<file path="src/rtl/hazard_scoreboard.sv">
// Hazard scoreboard for a 5-stage pipeline. It tracks the destination GPR of
// the instructions in E, M and W, and raises stallD on load-use hazards and on
// D-stage (branch/jr) hazards that forwarding cannot resolve.
// Optional feature: define HAZARD_MDU_EN to add a multiply/divide busy counter
// (ports md_start, md_use, md_busy) that contributes to stallD.
module hazard_scoreboard (
    input  logic       clk,
    input  logic       rst_n,
    input  logic       issue_v,
    input  logic       issue_wr,
    input  logic [4:0] issue_reg,
    input  logic       issue_ld,
    input  logic [4:0] RsD,
    input  logic [4:0] RtD,
    input  logic       use_rsE,
    input  logic       use_rtE,
    input  logic       use_rsD,
    input  logic       use_rtD,
    input  logic       flushE,
`ifdef HAZARD_MDU_EN
    input  logic       md_start,
    input  logic       md_use,
    output logic       md_busy,
`endif
    output logic       stallD,
    output logic       bubbleE,
    output logic [1:0] inflight
);

    typedef struct packed {
        logic       valid;
        logic [4:0] regNum;
        logic       ld;
    } trackSlotT;

    trackSlotT slotE, slotM, slotW;
    trackSlotT slotENext;

    logic loadUseHaz;
    logic dStageHaz;
    logic mduHaz;

`ifdef HAZARD_MDU_EN
    logic [2:0] mdCount;

    // Multiply/divide busy counter: a start is accepted only when idle.
    always_ff @(posedge clk or negedge rst_n) begin
        if (!rst_n) begin
            mdCount <= '0;
        end else if (md_start && !md_busy) begin
            mdCount <= 3'd5;
        end else if (mdCount != 3'd0) begin
            mdCount <= mdCount - 3'd1;
        end
    end

    assign md_busy = (mdCount != 3'd0);
    assign mduHaz  = (md_use & md_busy) | (md_start & md_busy);
`else
    assign mduHaz = 1'b0;
`endif

    // Hazard detection from current slot state and D-stage sources.
    always_comb begin
        loadUseHaz = slotE.valid & slotE.ld &
                     ((use_rsE & (RsD == slotE.regNum)) |
                      (use_rtE & (RtD == slotE.regNum)));
        dStageHaz  = (slotE.valid &
                      ((use_rsD & (RsD == slotE.regNum)) |
                       (use_rtD & (RtD == slotE.regNum)))) |
                     (slotM.valid & slotM.ld &
                      ((use_rsD & (RsD == slotM.regNum)) |
                       (use_rtD & (RtD == slotM.regNum))));
        stallD     = loadUseHaz | dStageHaz | mduHaz;
        bubbleE    = stallD | flushE;
    end

    // Next E-slot contents: only real GPR writes that actually enter E.
    always_comb begin
        slotENext.valid  = issue_v & issue_wr & ~bubbleE & (issue_reg != 5'd0);
        slotENext.regNum = issue_reg;
        slotENext.ld     = issue_ld;
    end

    // Tracking pipeline: E->M->W->retire every cycle, never stalls.
    always_ff @(posedge clk or negedge rst_n) begin
        if (!rst_n) begin
            slotE <= '0;
            slotM <= '0;
            slotW <= '0;
        end else begin
            slotE <= slotENext;
            slotM <= slotE;
            slotW <= slotM;
        end
    end

    // Number of valid tracked entries, from registered state only.
    always_comb begin
        inflight = {1'b0, slotE.valid} + {1'b0, slotM.valid} + {1'b0, slotW.valid};
    end

endmodule
</file>
<file path="config.mk">
export PLATFORM = sky130hd
export DESIGN_NAME = hazard_scoreboard
export DESIGN_NICKNAME = d
export VERILOG_FILES = /design/src/rtl/hazard_scoreboard.sv
export SDC_FILE = /design/constraint.sdc
export NUM_CORES = 1
export LEC_CHECK = 0
export CORE_MARGIN = 1
export CORE_UTILIZATION = 40
export CTS_CLUSTER_DIAMETER = 30
export DETAILED_ROUTE_END_ITERATION = 8
export GPL_ROUTABILITY_DRIVEN = 0
export PLACE_DENSITY = 0.76
export SLEW_MARGIN = 20
export SYNTH_ARGS = -nofsm -noshare
export SYNTH_HDL_FRONTEND = slang
export SYNTH_SLANG_ARGS = --single-unit
export TNS_END_PERCENT = 5
</file>
<file path="constraint.sdc">
create_clock -name clk -period 2.2 [get_ports clk]
set_clock_uncertainty 0.2 [all_clocks]
set_input_delay 0.33 -clock clk [delete_from_list [all_inputs] [get_ports clk]]
set_output_delay 0.33 -clock clk [all_outputs]
set_load 0.02 [all_outputs]
</file>
==> impl_metrics.tcl, run 1 <==
set metrics [dict create \
    r2r_cells 5 \
    routedWlPerCell_um 12.85 \
    cp-start-kind "flop" \
    crit_arrival_ns 1.76 \
    yosysWarningCount 0 \
    fin_setup_tns_ns -0.1108 \
    end_kind "output pin" \
    cellLeakagePower_nw 0.4144 \
    synth_top_area_share 0.5545 \
    start_util 0.4391 \
    synth_top_cell_by_area "dfrtp_1" \
    antenna_cells 0 \
    crit_path_end "bubbleE" \
    irDropWorstVdd_mv 0.5552 \
    cp_cell_sequence "xnor2_2 -> nand4_1 -> o22ai_1 -> or3_4 -> or2_1 -> buf_6" \
    cts-htree-levels 1 \
    cts-root-buf "clkbuf_4" \
    num_vias 511 \
    critPathKind "flop to output pin" \
    clockBufferDepth 2 \
    clock-sinks 15 \
    grt_first_pass_wirelength_mm 2.214 \
    finalHoldViolations 0 \
    worstMarginPinSlew_ns 0.6266 \
    pre_cts_ws_ns -0.5786 \
    firstDrtPassIters 2 \
    die_h_um 43.14 \
    post_cts_buffers 0 \
    fillers 142 \
    cp-startpoint "slotM[2]" \
    grt_max_degree 16 \
    final_common_cell "xnor2_1" \
    worst_slack_ns -0.08960 \
    die_x_um 43.14 \
    placed_area_um2 992.2 \
    regArea_um2 375.4 \
    cap_violations 0 \
    fin_nets 114 \
    path_clk_slew_ns 0.09 \
    maxSlewHeadroom 0.5809 \
    synthTopCellsByArea "dfrtp_1 (55%), xnor2_1 (23%), nand4_1 (5.5%)" \
    cp_top_family "simple AND/OR/NAND/NOR gates" \
    fp.dieArea_mm2 0.001861 \
    p_per_area_mw_per_mm2 555.9 \
    syn_area_um2 676.9 \
    viasPerCell 4.961 \
    whs_ns 0.2300 \
    drtAntennaViolNets 0 \
    io_buffers 28 \
    ctsHoldBuffers 0 \
    design_area_mm2 0.001013 \
    pwr-share-seq 0.535 \
    pin_count 29 \
    p_sw_w 0.0001410 \
    drive_gt1_frac 0.1264 \
    antenna_found_initial 0 \
    setup_violations 2 \
    clock_latency_ns 0.28 \
    cts_tree "done" \
    min_path_type "primary input to asynchronous set/reset pin" \
    pwr-share-comb 0.187 \
    ys_types 14 \
    first_global_vias 525 \
    p_sw_frac 0.2502 \
    fin_crit_sh 1.041 \
    cp.required_ns 1.67 \
    cts_buffers 3 \
    power_w 0.0005634 \
    final_cell_mix "xnor2_1 (17), dfrtp_1 (15), clkdlybuf4s50_1 (14), dlygate4sd2_1 (11), nand4_1 (6)" \
    p_int_w 0.0004224 \
    dp_hpwl_mm 1.158 \
    ys_ff_latch 15 \
    area_growth_syn_to_layout_pct 49.72 \
    clkPwrFrac 0.278 \
    fin_crit_ns 2.290 \
    core_area_mm2 0.001541 \
    crit_path_max_fanout 3 \
    clock.fmax_mhz 436.8 \
    multi_input_area_um2 309.0 \
    status "finished with violations" \
    cp.buffers_inverters 1 \
    syn_inst 53 \
    worstReg2RegEnd "slotE[6]" \
    syn-num-nets 79 \
    finalMaxSlewViolations 0 \
    grt_use_total 0.1728 \
    critPathMaxStageDelay_ns 0.42 \
    r2r_slack_ns 0.63 \
    cp.depth 6 \
    rows 14 \
    avgSynthCellArea_um2 12.77 \
    drt_iter0_markers 2 \
    routed_wirelength_mm 1.324 \
    violations "negative setup slack" \
    grt_remaining_overflow 0 \
    ys_seq_area_frac 0.5545 \
    rsz0062_at_grt "yes" \
    drc 0 \
    reg2reg_from "slotM[2]" \
    slowest_stage "dfrtp_1" \
]
## layer usage
layer,track usage,wire [µm]
met5,0,0
met4,0.05455,13
met3,0.08085,87
met2,0.2716,658
met1,0.2095,563
## repair_timing
| action | CTS | global route |
|---|---|---|
| gates cloned | 0 | 0 |
| endpoints found under the setup margin | 4 | 3 |
| gates resized for setup | 23 | 1 |
| pin swaps | 3 | 0 |
## area by class of cell
class                   instances  share of cell area
clock buffers                   3             0.02222
clock inverters                 1            0.007407
multi-input cells              38              0.3049
flip-flops and latches         15              0.3704
well taps                      16             0.01975
repair buffers                 30              0.2753
## kinds of logic (layout without fill, tap and decap cells)
family	after synthesis	count (layout)	share of synthesized area
compound gates	4	4	0.03513
xor+xnor	20	20	0.2588
fa+ha+maj	1	1	0.02958
buf+inv	0	34	0
flops	15	15	0.5545
simple gates	13	13	0.1220
## worst min path at each step
| stage | from | end | slack [ns] | cells after the start |
|---|---|---|---|---|
| floorplan | rst_n | slotE[0] | -0.17 | 0 |
| global placement | slotE[0] | slotM[0] | 0.22 | 0 |
| detailed placement | slotE[0] | slotM[0] | 0.22 | 0 |
| CTS | slotE[0] | slotM[0] | 0.24 | 0 |
| global route | issue_ld | slotE[0] | 0.24 | 1 |
| finish | rst_n | slotM[2] | 0.23 | 1 |
## flip-flops by register name, indices dropped and copies added, names as in the netlist
register and count:
slotE 7, slotM 7, slotW 1
## power groups by stage
stage	registers (W)	logic, W	clock network (W)
2_1_floorplan	0.000305	0.0000444	0
6_report	0.000301	0.000106	0.000157
5_1_grt	0.000304	0.000115	0.000186
3_3_place_gp	0.000306	0.000114	0
4_1_cts	0.000302	0.000109	0.000161
3_5_place_dp	0.000307	0.000115	0
## worst register-to-register path, stage by stage, from the launching register on
cell and delay (ns):
dfrtp_1 0.42, xnor2_2 0.15, nand4_1 0.09, o22ai_1 0.11, or3_4 0.35, nor3_1 0.18
## synthesized netlist by cell type
| cell type | count |
|---|---|
| dfrtp_1 | 15 |
| fa_1 | 1 |
| nand4_1 | 6 |
| xnor2_1 | 18 |
| or4_1 | 1 |
| or2_1 | 1 |
| nand2_1 | 1 |
| or3_4 | 1 |
| o22ai_1 | 1 |
| nor3_1 | 2 |
| o211ai_1 | 1 |
| xor2_1 | 2 |
| a21oi_1 | 2 |
| nor4_1 | 1 |
## per-stage QoR
step | cells | util
final | 103 | 0.6575
after global routing | 103 | 0.6575
after CTS | 103 | 0.6607
after detailed placement | 99 | 0.6437
after global placement | 99 | 0.6437
after floorplan | 53 | -
No activity file was read; power rests on OpenSTA's default activity.
==> run 2, diff against run 1 <==
--- a/config.mk
+++ b/config.mk
@@ -11,6 +11,7 @@
 export DETAILED_ROUTE_END_ITERATION = 8
 export GPL_ROUTABILITY_DRIVEN = 0
 export PLACE_DENSITY = 0.76
+export SETUP_SLACK_MARGIN = 0.2
 export SLEW_MARGIN = 20
 export SYNTH_ARGS = -nofsm -noshare
 export SYNTH_HDL_FRONTEND = slang
==> run 2 against run 1 <==
The flow still finishes with violations (negative setup slack). Largest power group unchanged. Count of clock-buffer cells in the layout did not move. Register-to-register slack about the same. Worst setup slack worse by 0.0017 ns. Critical endpoint unchanged. Highest routed layer unchanged. Power is 0.69% higher.
==> impl_metrics.tcl, run 2 (synthesis results as in run 1) <==
set metrics [dict create \
    status "finished with violations" \
    violations "negative setup slack" \
    placed_cells 99 \
    finalMaxSlewViolations 0 \
    die_h_um 43.14 \
    firstDrtPassIters 2 \
    viasPerCell 4.932 \
    post_cts_buffers 0 \
    cp-start-kind "flop" \
    reg.largest.list "slotE x7, slotM x7, slotW x1" \
    grt_remaining_overflow 0 \
    cts_buffers 3 \
    cp_cell_sequence "xnor2_2 -> nand4_1 -> o22ai_1 -> or3_4 -> or2_1 -> buf_6" \
    end_kind "output pin" \
    drtAntennaViolNets 0 \
    irDropWorstVdd_mv 0.5395 \
    grt_util_met1 0.2123 \
    crit_arrival_ns 1.76 \
    cp_top_family "simple AND/OR/NAND/NOR gates" \
    cellLeakagePower_nw 0.4144 \
    clock.fmax_mhz 436.4 \
    area_growth_syn_to_layout_pct 50.65 \
    fp.dieArea_mm2 0.001861 \
    rows 14 \
    finalHoldViolations 0 \
    antenna_cells 0 \
    cts-root-buf "clkbuf_4" \
    pin_count 29 \
    antenna_found_initial 0 \
    grt-busiest-layer "met2" \
    cts_tree "done" \
    r2r_slack_ns 0.62 \
    fin_crit_ns 2.291 \
    core_area_mm2 0.001541 \
    worstMarginPinSlew_ns 0.6261 \
    routedWlPerCell_um 13.05 \
    p_sw_frac 0.2496 \
    worst_slack_ns -0.09128 \
    die_x_um 43.14 \
    rsz0062_at_grt "yes" \
    maxSlewHeadroom 0.5813 \
    final_util 0.6615 \
    p_sw_w 0.0001416 \
    clock-sinks 15 \
    final_cell_mix "xnor2_1 (17), dfrtp_1 (15), clkdlybuf4s50_1 (14), dlygate4sd2_1 (10), nand4_1 (6)" \
    cp.buffers_inverters 1 \
    final_common_cell "xnor2_1" \
    setup_violations 2 \
    routed_wirelength_mm 1.344 \
    first_global_vias 521 \
    fin_setup_tns_ns -0.1129 \
    grt_max_degree 16 \
    drt_iter0_markers 4 \
    slowest_stage "dfrtp_1" \
    drc 0 \
    start_util 0.4391 \
    p_int_w 0.0004257 \
    met3_usage 0.08085 \
    clockBufferDepth 2 \
    whs_ns 0.2295 \
    pwr-share-seq 0.532 \
    grt_first_pass_wirelength_mm 2.235 \
    fin_crit_sh 1.041 \
    path_clk_slew_ns 0.09 \
    num_vias 508 \
    stdcell_count 103 \
    crit_path_max_fanout 3 \
    drive_gt1_frac 0.1379 \
    min_path_type "primary input to asynchronous set/reset pin" \
    clkPwrFrac 0.275 \
    cp.required_ns 1.67 \
    critPathKind "flop to output pin" \
    p_per_area_mw_per_mm2 556.3 \
    cts-htree-levels 1 \
    dp_hpwl_mm 1.158 \
    clock_latency_ns 0.28 \
    critPathMaxStageDelay_ns 0.43 \
    grt_use_total 0.1754 \
    fin_nets 114 \
    pwr-share-comb 0.193 \
    cap_violations 0 \
    io_buffers 28 \
    ctsHoldBuffers 0 \
    grt.met2_usage 0.2776 \
]
==> run 2: cell count changes in the layout (fill, tap and decap cells not counted), sizes merged <==
cell         previous run  this run
buf                     3         5
clkbuf                  4         3
dlygate4sd2            11        10
==> run 2: per-stage QoR <==
step,worst slack (ns),cell area (µm²),power (W)
finish,-0.09128,1020,0.0005673
global route,-0.1959,1020,0.0006090
CTS,-0.1070,1020,0.0005752
detailed placement,-0.5786,992.2,0.0004221
global placement,-0.5694,992.2,0.0004201
floorplan,0.2983,676.9,0.0003493
==> run 2: power by group through the flow <==
stage               logic (W)  clock network, W  registers (W)
finish               0.000110          0.000156       0.000302
global route         0.000119          0.000186       0.000304
CTS                  0.000112          0.000161       0.000302
detailed placement   0.000115                 0       0.000307
global placement     0.000114                 0       0.000306
floorplan           0.0000444                 0       0.000305
==> run 2: timing repair <==
item                       4_1_cts  5_1_grt
pin swaps                        5        1
setup endpoints to repair        4        3
gates resized for setup         31        0
==> run 2: metal layers <==
metal / vias up / share of wire / routed length (µm)
met5: - / 0 / 0
met4: 0 / 0.0097 / 13
li1: 253 / - / -
met2: 21 / 0.50 / 669
met3: 2 / 0.067 / 90
met1: 232 / 0.43 / 572
==> run 2: layout make-up <==
cell class	count	area [µm²]
clock buffers	3	22.52
well taps	16	20.02
flip-flops and latches	15	375.4
multi-input cells	38	309.0
fillers	142	521.8
clock inverters	1	7.507
repair buffers	30	285.3
==> run 2: worst paths after layout <==
check                              start       end  cells after the start
worst max-delay path            slotM[2]   bubbleE                      6
worst max register to register  slotM[2]  slotE[6]                      5
worst min-delay path               rst_n  slotM[2]                      1
worst min register to register  slotE[3]  slotM[3]                      0
min in group clk                slotE[3]  slotM[3]                      0
max in group asynchronous          rst_n  slotM[0]                      1
==> run 3, diff against run 2 <==
--- a/config.mk
+++ b/config.mk
@@ -10,8 +10,9 @@
 export CTS_CLUSTER_DIAMETER = 30
 export DETAILED_ROUTE_END_ITERATION = 8
 export GPL_ROUTABILITY_DRIVEN = 0
+export GPL_TIMING_DRIVEN = 0
 export PLACE_DENSITY = 0.76
-export SETUP_SLACK_MARGIN = 0.2
+export SETUP_SLACK_MARGIN = 0.4
 export SLEW_MARGIN = 20
 export SYNTH_ARGS = -nofsm -noshare
 export SYNTH_HDL_FRONTEND = slang
==> run 3 against run 2 <==
The flow still finishes with violations (negative setup slack). Critical path type unchanged. Register-to-register slack better by 0.02 ns. Wire length fell by 6.3%. Largest power group unchanged. First-iteration DRC count is 100% lower. Worst setup slack improved by 0.0076 ns. Count of clock-buffer cells in the layout increased by 1. Non-clock buffer count decreased by 2. Critical path depth unchanged. Clock power is 6% lower. Largest cell class unchanged. Fmax is 0.33% higher.
==> impl_metrics.tcl, run 3 (synthesis results as in run 1) <==
set metrics [dict create \
    first_global_vias 481 \
    placed_cells 97 \
    whs_ns 0.2369 \
    drtAntennaViolNets 0 \
    violations "negative setup slack" \
    worstReg2RegEnd "slotE[6]" \
    cts_tree "done" \
    rsz0062_at_grt "yes" \
    min_to "slotM[0]" \
    setup_violations 1 \
    path_clk_slew_ns 0.08 \
    cts-htree-levels 1 \
    reg2reg_from "slotE[4]" \
    post_cts_buffers 0 \
    critPathKind "flop to output pin" \
    clock-sinks 15 \
    clock_latency_ns 0.27 \
    crit_path_max_fanout 3 \
    fin_crit_sh 1.038 \
    routed_wirelength_mm 1.260 \
    grt_use_total 0.1556 \
    status "finished with violations" \
    antenna_cells 0 \
    routedWlPerCell_um 12.48 \
    critPathMaxStageDelay_ns 0.42 \
    die_x_um 43.14 \
    p_per_area_mw_per_mm2 554.6 \
    cts_buffers 3 \
    fin_nets 112 \
    cts-root-buf "clkbuf_4" \
    reg.largest.list "slotE x7, slotM x7, slotW x1" \
    r2r_cells 5 \
    fin_crit_ns 2.284 \
    area_growth_syn_to_layout_pct 48.24 \
    slowest_stage "dfrtp_1" \
    ctsHoldBuffers 0 \
    final_cell_mix "xnor2_1 (17), clkdlybuf4s50_1 (14), dfrtp_1 (14), dlygate4sd2_1 (10), nand4_1 (6)" \
    drt_iter0_markers 0 \
    crit_arrival_ns 1.75 \
    viasPerCell 5.040 \
    num_vias 509 \
    cellLeakagePower_nw 0.4040 \
    die_h_um 43.14 \
    worstHoldStart "slotE[0]" \
    drive_gt1_frac 0.1412 \
    cp-start-kind "flop" \
    grt_first_pass_wirelength_mm 2.139 \
    final_common_cell "xnor2_1" \
    grt_max_degree 16 \
    irDropWorstVdd_mv 0.3918 \
    antenna_found_initial 0 \
    final_util 0.6510 \
    design_area_mm2 0.001003 \
    clock.fmax_mhz 437.9 \
    fp.dieArea_mm2 0.001861 \
    hold_depth 0 \
    worst_slack_ns -0.08364 \
    cp.required_ns 1.67 \
    rows 14 \
    dp_hpwl_mm 1.065 \
    min_path_type "flop to flop" \
    cap_violations 0 \
    clockBufferDepth 2 \
    placed_area_um2 979.7 \
    finalHoldViolations 0 \
    io_buffers 28 \
    end_kind "output pin" \
    grt_remaining_overflow 0 \
    stdcell_count 101 \
    drc 0 \
    finalMaxSlewViolations 0 \
    worstMarginPinSlew_ns 0.6277 \
    core_area_mm2 0.001541 \
    start_util 0.4391 \
    maxSlewHeadroom 0.5803 \
    firstDrtPassIters 1 \
    cp_cell_sequence "xnor2_1 -> nand4_1 -> nor3_1 -> or3_4 -> or2_4 -> buf_6" \
    pin_count 29 \
    r2r_slack_ns 0.64 \
]
## run 3: cell types whose count changed in the layout (fill, tap and decap cells not counted), sizes merged
cell           before  now
buf                 5    4
clkbuf              3    4
clkdlybuf4s15       1    0
clkinvlp            1    0
## run 3: worst max-delay path by stage
stage / startpoint / to / slack [ns]
after detailed placement: RsD[2] / bubbleE / -0.62
after global routing: slotE[5] / bubbleE / -0.16
after floorplan: slotE[3] / bubbleE / 0.33
after global placement: RtD[0] / bubbleE / -0.62
after CTS: slotM[5] / bubbleE / -0.10
final: slotE[4] / bubbleE / -0.08
## run 3: per-layer routing
metal / global-route usage / part of all wire
met1: 0.2250 / 0.46
met2: 0.2328 / 0.47
met3: 0.02128 / 0.063
met4: 0.06667 / 0.0095
met5: 0 / 0
## run 3: what timing repair did
| item | in CTS | in global routing |
|---|---|---|
| setup endpoints to repair | 4 | 4 |
| cloned | 0 | 0 |
| resized for setup | 32 | 3 |
| pin swaps | 11 | 5 |
## run 3: where the power goes
group / internal (W) / switching, W / total [W]
Sequential: 0.000289 / 0.0000138 / 0.000303
Clock: 0.0000701 / 0.0000764 / 0.000147
Combinational: 0.0000670 / 0.0000401 / 0.000107
Total: 0.000426 / 0.000130 / 0.000557
## run 3: cell type report
class,count,area [µm²]
fillers,126,538.0
flip-flops and latches,15,376.6
multi-input cells,38,314.1
repair buffers,28,266.5
clock buffers,4,26.28
well taps,16,20.02
## run 3: critical path: cells and delay by family, from the launching register on
family	cells	cell delay, ns
xor+xnor	1	0.14
buf+inv	1	0.13
flops	1	0.42
simple gates	4	0.80
## run 3: per-stage QoR
step / total power, W / setup slack, ns / TNS (ns)
final: 0.0005566 / -0.08364 / -0.08364
after global routing: 0.0005924 / -0.1613 / -0.1613
after CTS: 0.0005612 / -0.1021 / -0.1021
after detailed placement: 0.0004191 / -0.6161 / -1.115
after global placement: 0.0004177 / -0.6188 / -1.140
after floorplan: 0.0003502 / 0.3257 / 0
